**src/rtl/seq_ctrl_pkg.sv**
```systemverilog
// Shared types and default parameters for the serial pattern-detection run controller.
package seq_ctrl_pkg;

  typedef enum logic [1:0] {
    IDLE = 2'd0,
    RUN  = 2'd1,
    DONE = 2'd2
  } ctrl_state_e;

  localparam int PAT_W_DEF      = 4;
  localparam int CNT_W_DEF      = 8;
  localparam int TMO_CYCLES_DEF = 16;

endpackage

```
**src/rtl/seq_match_core.sv**
```systemverilog
// Overlapping pattern matcher: history shift register, fill counter and registered match flag.
// match_next is the value match takes at the coming edge, so the controller can act on it in the same cycle.
module seq_match_core
  import seq_ctrl_pkg::*;
#(
  parameter int PAT_W = PAT_W_DEF
) (
  input  logic             clk,
  input  logic             rst,
  input  logic             clear,
  input  logic             shift_en,
  input  logic             bit_in,
  input  logic [PAT_W-1:0] pattern,
  output logic             match_next,
  output logic             match
);

  localparam int FILL_W = $clog2(PAT_W + 1);

  logic [PAT_W-1:0]  hist_q, hist_d;
  logic [PAT_W-1:0]  shifted;
  logic [FILL_W-1:0] fill_q, fill_d;
  logic              match_q, match_d;

  // The fill counter saturates at PAT_W; a match needs a full window of bits from this run.
  always_comb begin
    shifted = {hist_q[PAT_W-2:0], bit_in};
    hist_d  = hist_q;
    fill_d  = fill_q;
    match_d = 1'b0;
    if (clear) begin
      hist_d = '0;
      fill_d = '0;
    end else if (shift_en) begin
      hist_d = shifted;
      if (fill_q != FILL_W'(PAT_W)) begin
        fill_d = fill_q + FILL_W'(1);
      end
      match_d = (fill_q >= FILL_W'(PAT_W - 1)) && (shifted == pattern);
    end
  end

  always_ff @(posedge clk or negedge rst) begin
    if (!rst) begin
      hist_q  <= '0;
      fill_q  <= '0;
      match_q <= 1'b0;
    end else begin
      hist_q  <= hist_d;
      fill_q  <= fill_d;
      match_q <= match_d;
    end
  end

  assign match_next = match_d;
  assign match      = match_q;

endmodule

```
**src/rtl/seq_detect_ctrl.sv**
```systemverilog
// Run controller wrapping the pattern matcher into a start/done transaction with hit counting.
// Optional idle timeout is built only when SEQ_CTRL_TIMEOUT_EN is defined; otherwise timeout is tied low.
module seq_detect_ctrl
  import seq_ctrl_pkg::*;
#(
  parameter int PAT_W      = PAT_W_DEF,
  parameter int CNT_W      = CNT_W_DEF,
  parameter int TMO_CYCLES = TMO_CYCLES_DEF
) (
  input  logic             clk,
  input  logic             rst,
  input  logic             start,
  input  logic             abort,
  input  logic [PAT_W-1:0] pattern,
  input  logic [CNT_W-1:0] target_cnt,
  input  logic             bit_valid,
  input  logic             bit_in,
  output logic             bit_ready,
  output logic             busy,
  output logic             hit,
  output logic [CNT_W-1:0] hit_cnt,
  output logic             done,
  output logic             timeout
);

  ctrl_state_e      state_q, state_d;
  logic [PAT_W-1:0] pattern_q, pattern_d;
  logic [CNT_W-1:0] target_q, target_d;
  logic [CNT_W-1:0] hit_cnt_q, hit_cnt_d;
  logic [CNT_W-1:0] hit_inc;
  logic             bit_ready_q, bit_ready_d;
  logic             busy_q, busy_d;
  logic             done_q, done_d;
  logic             timeout_q, timeout_d;

  logic             xfer;
  logic             shift_en;
  logic             core_clear;
  logic             match_next;
  logic             match_q;
  logic             final_hit;
  logic             tmo_fire;
  logic             start_run;

  assign xfer       = bit_valid && bit_ready_q;
  assign start_run  = (state_q == IDLE) && start;
  assign core_clear = start_run;
  // Abort wins over a same-cycle transfer, so that bit never reaches the history.
  assign shift_en   = xfer && !abort && (state_q == RUN);
  assign hit_inc    = hit_cnt_q + CNT_W'(1);
  assign final_hit  = match_next && (hit_inc == target_q);

  seq_match_core #(
    .PAT_W (PAT_W)
  ) u_match (
    .clk        (clk),
    .rst        (rst),
    .clear      (core_clear),
    .shift_en   (shift_en),
    .bit_in     (bit_in),
    .pattern    (pattern_q),
    .match_next (match_next),
    .match      (match_q)
  );

`ifdef SEQ_CTRL_TIMEOUT_EN
  localparam int TMR_W = $clog2(TMO_CYCLES + 1);

  logic [TMR_W-1:0] timer_q, timer_d;

  // Counts idle RUN cycles; a transfer in the expiring cycle clears it instead of firing.
  always_comb begin
    timer_d  = timer_q;
    tmo_fire = 1'b0;
    if (state_q != RUN || xfer) begin
      timer_d = '0;
    end else begin
      tmo_fire = (timer_q == TMR_W'(TMO_CYCLES - 1));
      timer_d  = timer_q + TMR_W'(1);
    end
  end

  always_ff @(posedge clk or negedge rst) begin
    if (!rst) begin
      timer_q <= '0;
    end else begin
      timer_q <= timer_d;
    end
  end
`else
  logic tmo_cfg_unused;
  assign tmo_cfg_unused = (TMO_CYCLES > 1);
  assign tmo_fire       = 1'b0;
`endif

  always_ff @(posedge clk or negedge rst) begin
    if (!rst) begin
      state_q <= IDLE;
    end else begin
      state_q <= state_d;
    end
  end

  always_comb begin
    state_d = state_q;
    unique case (state_q)
      IDLE: begin
        if (start) begin
          state_d = (target_cnt == '0) ? DONE : RUN;
        end
      end
      RUN: begin
        if (abort) begin
          state_d = IDLE;
        end else if (final_hit || tmo_fire) begin
          state_d = DONE;
        end
      end
      DONE:    state_d = IDLE;
      default: state_d = IDLE;
    endcase
  end

  // Outputs are registered from the next state so they line up with the state they describe.
  always_comb begin
    bit_ready_d = (state_d == RUN);
    busy_d      = (state_d == RUN);
    done_d      = (state_d == DONE);
    timeout_d   = (state_q == RUN) && (state_d == DONE) && tmo_fire && !final_hit;
  end

  always_comb begin
    pattern_d = pattern_q;
    target_d  = target_q;
    hit_cnt_d = hit_cnt_q;
    if (start_run) begin
      pattern_d = pattern;
      target_d  = target_cnt;
      hit_cnt_d = '0;
    end else if (match_next) begin
      hit_cnt_d = hit_inc;
    end
  end

  always_ff @(posedge clk or negedge rst) begin
    if (!rst) begin
      pattern_q   <= '0;
      target_q    <= '0;
      hit_cnt_q   <= '0;
      bit_ready_q <= 1'b0;
      busy_q      <= 1'b0;
      done_q      <= 1'b0;
      timeout_q   <= 1'b0;
    end else begin
      pattern_q   <= pattern_d;
      target_q    <= target_d;
      hit_cnt_q   <= hit_cnt_d;
      bit_ready_q <= bit_ready_d;
      busy_q      <= busy_d;
      done_q      <= done_d;
      timeout_q   <= timeout_d;
    end
  end

  assign bit_ready = bit_ready_q;
  assign busy      = busy_q;
  assign hit       = match_q;
  assign hit_cnt   = hit_cnt_q;
  assign done      = done_q;
  assign timeout   = timeout_q;

endmodule

```
**config.mk**
```make
export PLATFORM = sky130hd
export DESIGN_NAME = seq_detect_ctrl
export DESIGN_NICKNAME = d
export VERILOG_FILES = /design/src/rtl/seq_ctrl_pkg.sv /design/src/rtl/seq_match_core.sv /design/src/rtl/seq_detect_ctrl.sv
export SDC_FILE = /design/constraint.sdc
export NUM_CORES = 1
export LEC_CHECK = 0
export CORE_MARGIN = 2
export CORE_UTILIZATION = 45
export DETAILED_ROUTE_END_ITERATION = 10
export DONT_BUFFER_PORTS = 1
export PLACE_DENSITY = 0.57
export SETUP_SLACK_MARGIN = 0.3
export SLEW_MARGIN = 5
export SYNTH_ARGS = -nofsm -noshare
export SYNTH_HDL_FRONTEND = slang
export SYNTH_SLANG_ARGS = --single-unit
```
**constraint.sdc**
```tcl
create_clock -name clk -period 2.5 [get_ports clk]
set_input_delay 0.25 -clock clk [delete_from_list [all_inputs] [get_ports clk]]
set_output_delay 0.25 -clock clk [all_outputs]
set_load 0.02 [all_outputs]
```
After elaboration in Yosys (flattened, before gate mapping)
Index checks and enable logic that the tools add are counted.
- add/sub/neg operators: 2
- multiply operators: 0
- div/mod/pow operators: 0
- order comparisons: 1
- eq/ne operators: 6
- shift operators: 0
- multiplexer cells: 14
- bitwise operators: 0
- reduce and logical (&&, ||, !) cells: 13
- operators with widths (operator ; count):
    $mux W8 ; 2
    $mux W3 ; 5
    $add A8 B1 Y8 const B ; 1
    $eq A8 B8 Y1 ; 1
    $logic_not A8 Y1 ; 1
    $mux W2 ; 4
    $logic_and A1 B1 Y1 ; 6
    $reduce_bool A2 Y1 ; 3
    $eq A2 B1 Y1 const B ; 2
    $eq A4 B4 Y1 ; 1
    $pmux W2 S2 ; 1
    $add A3 B1 Y3 const B ; 1
    $ge A3 B2 Y1 const B ; 1
    $ne A3 B3 Y1 const B ; 1
    $eq A2 B2 Y1 const B ; 1
    $logic_not A2 Y1 ; 1
    $mux W1 ; 2
    $reduce_and A2 Y1 ; 1
    $logic_not A1 Y1 ; 1
- register bits after elaboration: 31
- bits in latches: 0
- RAM bits: 0
- ROM bits: 0
- word-level logic and storage cells: 45
- memories kept: 0

Logic depth before layout (Yosys ltp)
- word-level depth: 10
- depth in mapped cells: 9
- gate-level depth less buffers: 8

Hierarchy
From an unflattened synthesis, not the netlist that was laid out.
- cell total of the unflattened synthesis: 145
- area, all modules: 1617.8 um^2
- by module, submodules not included (module ; times used ; cells an instance ; area an instance (um^2)):
    seq_detect_ctrl ; 1 ; 109 ; 1213.7
    seq_match_core ; 1 ; 36 ; 404.1

Least setup slack after synthesis
Ideal clock, no wire load.
- kind: flip-flop to flip-flop
- from: register u_match.fill_q[0]
- to: register busy_q, in the netlist busy
- library setup time: 121 ps
- data arrival time: 1799 ps
- data required time: 2379 ps
- slack: 580 ps
- cell stages (with the launch flop): 9
- buffers on the path: 0
- cells stage by stage: dfrtp_1 > ha_1 > ha_1 > a211oi_1 > nor3_1 > nand4_4 > nor4_4 > nand4_2 > a22o_1
- cells in the longest elaborated chain, start to end: 9
- RTL lines (element ; line ; source):
    from (decl) ; seq_match_core.sv:22 ; logic [FILL_W-1:0] fill_q, fill_d;
    from (signal assigned) ; seq_match_core.sv:50 ; fill_q <= fill_d;
    $ge A3 B2 Y1 ; seq_match_core.sv:39 ; match_d = (fill_q >= FILL_W'(PAT_W - 1)) && (shifted == pattern);
    $logic_and A1 B1 Y1 ; seq_match_core.sv:39 ;
    $mux W1 ; seq_match_core.sv:34 ; end else if (shift_en) begin
    $mux W1 ; seq_match_core.sv:31 ; if (clear) begin
    $logic_and A1 B1 Y1 ; seq_detect_ctrl.sv:51 ; assign final_hit = match_next && (hit_inc == target_q);
    $mux W2 ; seq_detect_ctrl.sv:115 ; end else if (final_hit || tmo_fire) begin
    $mux W2 ; seq_detect_ctrl.sv:113 ; if (abort) begin
    $pmux W2 S2 ; seq_detect_ctrl.sv:106 ; unique case (state_q)
    $eq A2 B1 Y1 ; - ;
    via bit_ready_d ; seq_detect_ctrl.sv:31 ; logic bit_ready_q, bit_ready_d;
    to (signal assigned) ; seq_detect_ctrl.sv:159 ; busy_q <= busy_d;
    to (decl) ; seq_detect_ctrl.sv:32 ; logic busy_q, busy_d;
The timed path passes the listed nets, and every way through them passes these cells.
A chain may end at the register's enable or synchronous reset.

Worst setup path after layout
- from: register hit_cnt_q[2], in the netlist hit_cnt[2]
- to: register state_q[0]
- cells in the longest elaborated chain, start to end: 6
- RTL lines (element ; line ; source):
    from (decl) ; seq_detect_ctrl.sv:29 ; logic [CNT_W-1:0] hit_cnt_q, hit_cnt_d;
    from (signal assigned) ; seq_detect_ctrl.sv:157 ; hit_cnt_q <= hit_cnt_d;
    $add A8 B1 Y8 ; seq_detect_ctrl.sv:50 ; assign hit_inc = hit_cnt_q + CNT_W'(1);
    $eq A8 B8 Y1 ; seq_detect_ctrl.sv:51 ;
    $logic_and A1 B1 Y1 ; seq_detect_ctrl.sv:51 ;
    $mux W2 ; seq_detect_ctrl.sv:115 ;
    $mux W2 ; seq_detect_ctrl.sv:113 ;
    $pmux W2 S2 ; seq_detect_ctrl.sv:106 ;
    via state_d[0] ; seq_detect_ctrl.sv:26 ; ctrl_state_e state_q, state_d;
    to (signal assigned) ; seq_detect_ctrl.sv:100 ; state_q <= state_d;
    to (decl) ; seq_detect_ctrl.sv:26 ;
The timed path passes the listed nets, and every way through them passes these cells.

==> impl_metrics.toml <==
[power]
finalPower_mw = 1.09
ir_drop_uv = 327
leakagePower_nw = 0.819
powerDensity_nw_per_um2 = 612

[cells_and_area]
syn_to_final_growth_pct = 7.97
final_cell_mix = "51 x nand2_1, 29 x dfrtp_1, 14 x o21ai_0, 14 x nand3_1, 10 x nor2_1"
layout-drive-gt1-share = 0.100
final_common_cell = "nand2_1"
finalNetCount = 212
antennaDiodeCount = 0

[clocking]
cts_buffer_depth = 2
path_clk_slew_ns = 0.10
numCtsBuffers = 5
clk_latency_ns = 0.34
cts_tree = "yes"
cts.sink_count = 31
cts-root-buf = "clkbuf_4"
htree_levels = 2

[die]
boundaryPins = 31
num_rows = 21
core_um2 = 3420
dieArea_um2 = 4160
dieWidth_um = 64.5
fp.dieH_um = 64.5
start_util = 0.482

[timing]
hold_viol_final = 0
min_period_ns = 2.04
fmax_mhz = 491
maxSlewViolCount = 0
clock_skew_ns = 0.00247
rsz0062_at_grt = "no"
fin_crit_sh = 0.814
tightest_slew_ns = 0.681
setup_tns_ns = 0
max_slew_margin = 0.546
finalSetupViolCount = 0

[drt]
firstDrtPassIters = 4
dr.first_iter.drc_count = 137
wl_per_cell_um = 14.4
drt_drc_violations_left = 0
wl_um = 3400
ant_nets = 0
drt-vias-per-instance = 5.32
vias = 1256

[setup_path]
start_kind = "register"
crit_path_top_delay_cell = "dfrtp_1"
cp_max_fo = 7
crit_path_max_incr_delay_ns = 0.57
cp_data_arrival_time_ns = 2.26
end_kind = "register"
crit_path_cell_trace = "nand3_1 > nor2_1 > mux2i_1 > mux2i_1 > nand4_2 > a22o_1"
path_common_cell = "mux2i_1"
path_class = "register to register"
required_ns = 2.73

[global_route]
use_met3 = 0.0521
gr-usage-met2 = 0.324
grt_max_degree = 32
antenna_found_initial = 0
grt_usage = 0.184
grt_pass1_vias = 1248
top_usage_layer = "met2"
grt_overflow_total = 0
met1_usage = 0.211
grt_pass1_wl_um = 5790

[synth]
async_flop_share = 1.00
ys_ff_latch = 31
yosys_warnings = 0
synth_ff_type = "dfrtp_1"
synth_enable_flop_cells = 0
seq_area_frac_synth = 0.471
syn_area_um2 = 1650
synthCells = 186
synth.distinct_cells = 33
syn_nets = 208
syn_area_per_cell_um2 = 8.86

[job]
cap_violations = 0

[placed_design]
dp_hpwl_um = 2430
gp_congestion = 0.870
portBuffers = 0

[outcome]
outcome = "finished, final reports clean"

[hold_path]
hp-class = "primary input to register"
## power by group
group,switching [mW],leakage (nW),total [mW],internal [mW]
combinational,0.113,0.380,0.187,0.0739
sequential,0.0453,0.405,0.597,0.552
clock,0.175,0.0341,0.305,0.130
## sequential cells by signal (all words and copies together) (netlist names)
| register | cells |
|---|---|
| state_q | 2 |
| target_q | 8 |
| u_match.match | 1 |
| u_match.fill_q | 3 |
| u_match.hist_q | 3 |
| done | 1 |
| pattern_q | 4 |
| busy | 1 |
| hit_cnt | 8 |
## critical path: cells and delay by family, from the launching register on
family | cells | cell delay [ns]
multiplexers | 2 | 0.33
flip-flops | 1 | 0.57
AO/OA/AOI/OAI | 1 | 0.28
AND/OR/NAND/NOR | 3 | 0.74
## per-layer routing
metal	vias to the layer above	share of wire	routed length, um
met2	25	0.51	1740
met1	596	0.43	1450
met3	8	0.043	146
met5	-	0	0
li1	627	-	-
met4	0	0.019	66
## layout make-up
| cell class | instances | area (um2) |
|---|---|---|
| timing repair buffer | 6 | 60.1 |
| clock buffer | 6 | 51.3 |
| clock inverter | 1 | 5.00 |
| sequential | 31 | 778 |
| inverter | 7 | 26.3 |
| fill | 351 | 1640 |
| multi-input combinational | 139 | 801 |
| tap | 46 | 57.6 |
## cells in the mapped netlist, drive strengths merged (3+ instances only)
cell    count  area [um2]
nor4        3        33.8
nand4       3        40.0
nand3      14        70.1
o41ai       3        26.3
nor2       10        37.5
xor2        6        52.6
o21ai      15        75.1
buf         3        22.5
clkbuf      6        22.5
dfrtp      31         776
ha          4        50.1
a21oi       5        25.0
inv         7        26.3
nand2      51         191
xnor2       7        61.3
## logic make-up (layout without fill, tap and decap cells)
| logic type | Yosys count | after routing | share of synthesized area |
|---|---|---|---|
| xor gates and xnor gates | 13 | 13 | 0.0691 |
| and+or+nand+nor | 89 | 89 | 0.262 |
| adders and majority gates | 4 | 4 | 0.0304 |
| DFF | 31 | 31 | 0.471 |
| other | 1 | 1 | 0.00228 |
| AOI/OAI and AO/OA | 30 | 30 | 0.110 |
| muxes | 2 | 2 | 0.0121 |
| buffers and inverters | 16 | 20 | 0.0433 |
## path summary, 6_finish.rpt
| path | start | endpoint | slack (ns) | cells past startpoint |
|---|---|---|---|---|
| max reg2reg | hit_cnt[2] | state_q[0] | 0.46 | 6 |
| min in group asynchronous | rst | u_match.match | 0.35 | 2 |
| min | pattern[1] | pattern_q[1] | 0.01 | 2 |
| max | hit_cnt[2] | state_q[0] | 0.46 | 6 |
| max in group asynchronous | rst | hit_cnt[1] | 1.98 | 2 |
| min reg2reg | target_q[1] | target_q[1] | 0.50 | 2 |
## stage by stage
stage / utilization / cell area [um2] / hold slack [ns] / setup slack, ns / std cells
2_1_floorplan: - / 1650 / -0.0456 / 0.580 / 186
3_3_place_gp: 0.490 / 1680 / -0.0449 / 0.385 / 225
5_1_grt: 0.521 / 1780 / 0.0101 / 0.302 / 236
4_1_cts: 0.520 / 1780 / 0.00801 / 0.369 / 236
6_report: 0.521 / 1780 / 0.00998 / 0.464 / 236
3_5_place_dp: 0.490 / 1680 / -0.0449 / 0.300 / 225
## what timing repair did
| action | in CTS | in global routing |
|---|---|---|
| pin swaps | 1 | 0 |
| gates resized for setup | 0 | 2 |
| hold endpoints to repair | 31 | 0 |
| endpoints found under the setup margin | 2 | 2 |
| hold buffers | 2 | 0 |
| setup buffers | 2 | 0 |
No activity file was read; power rests on OpenSTA's default activity.
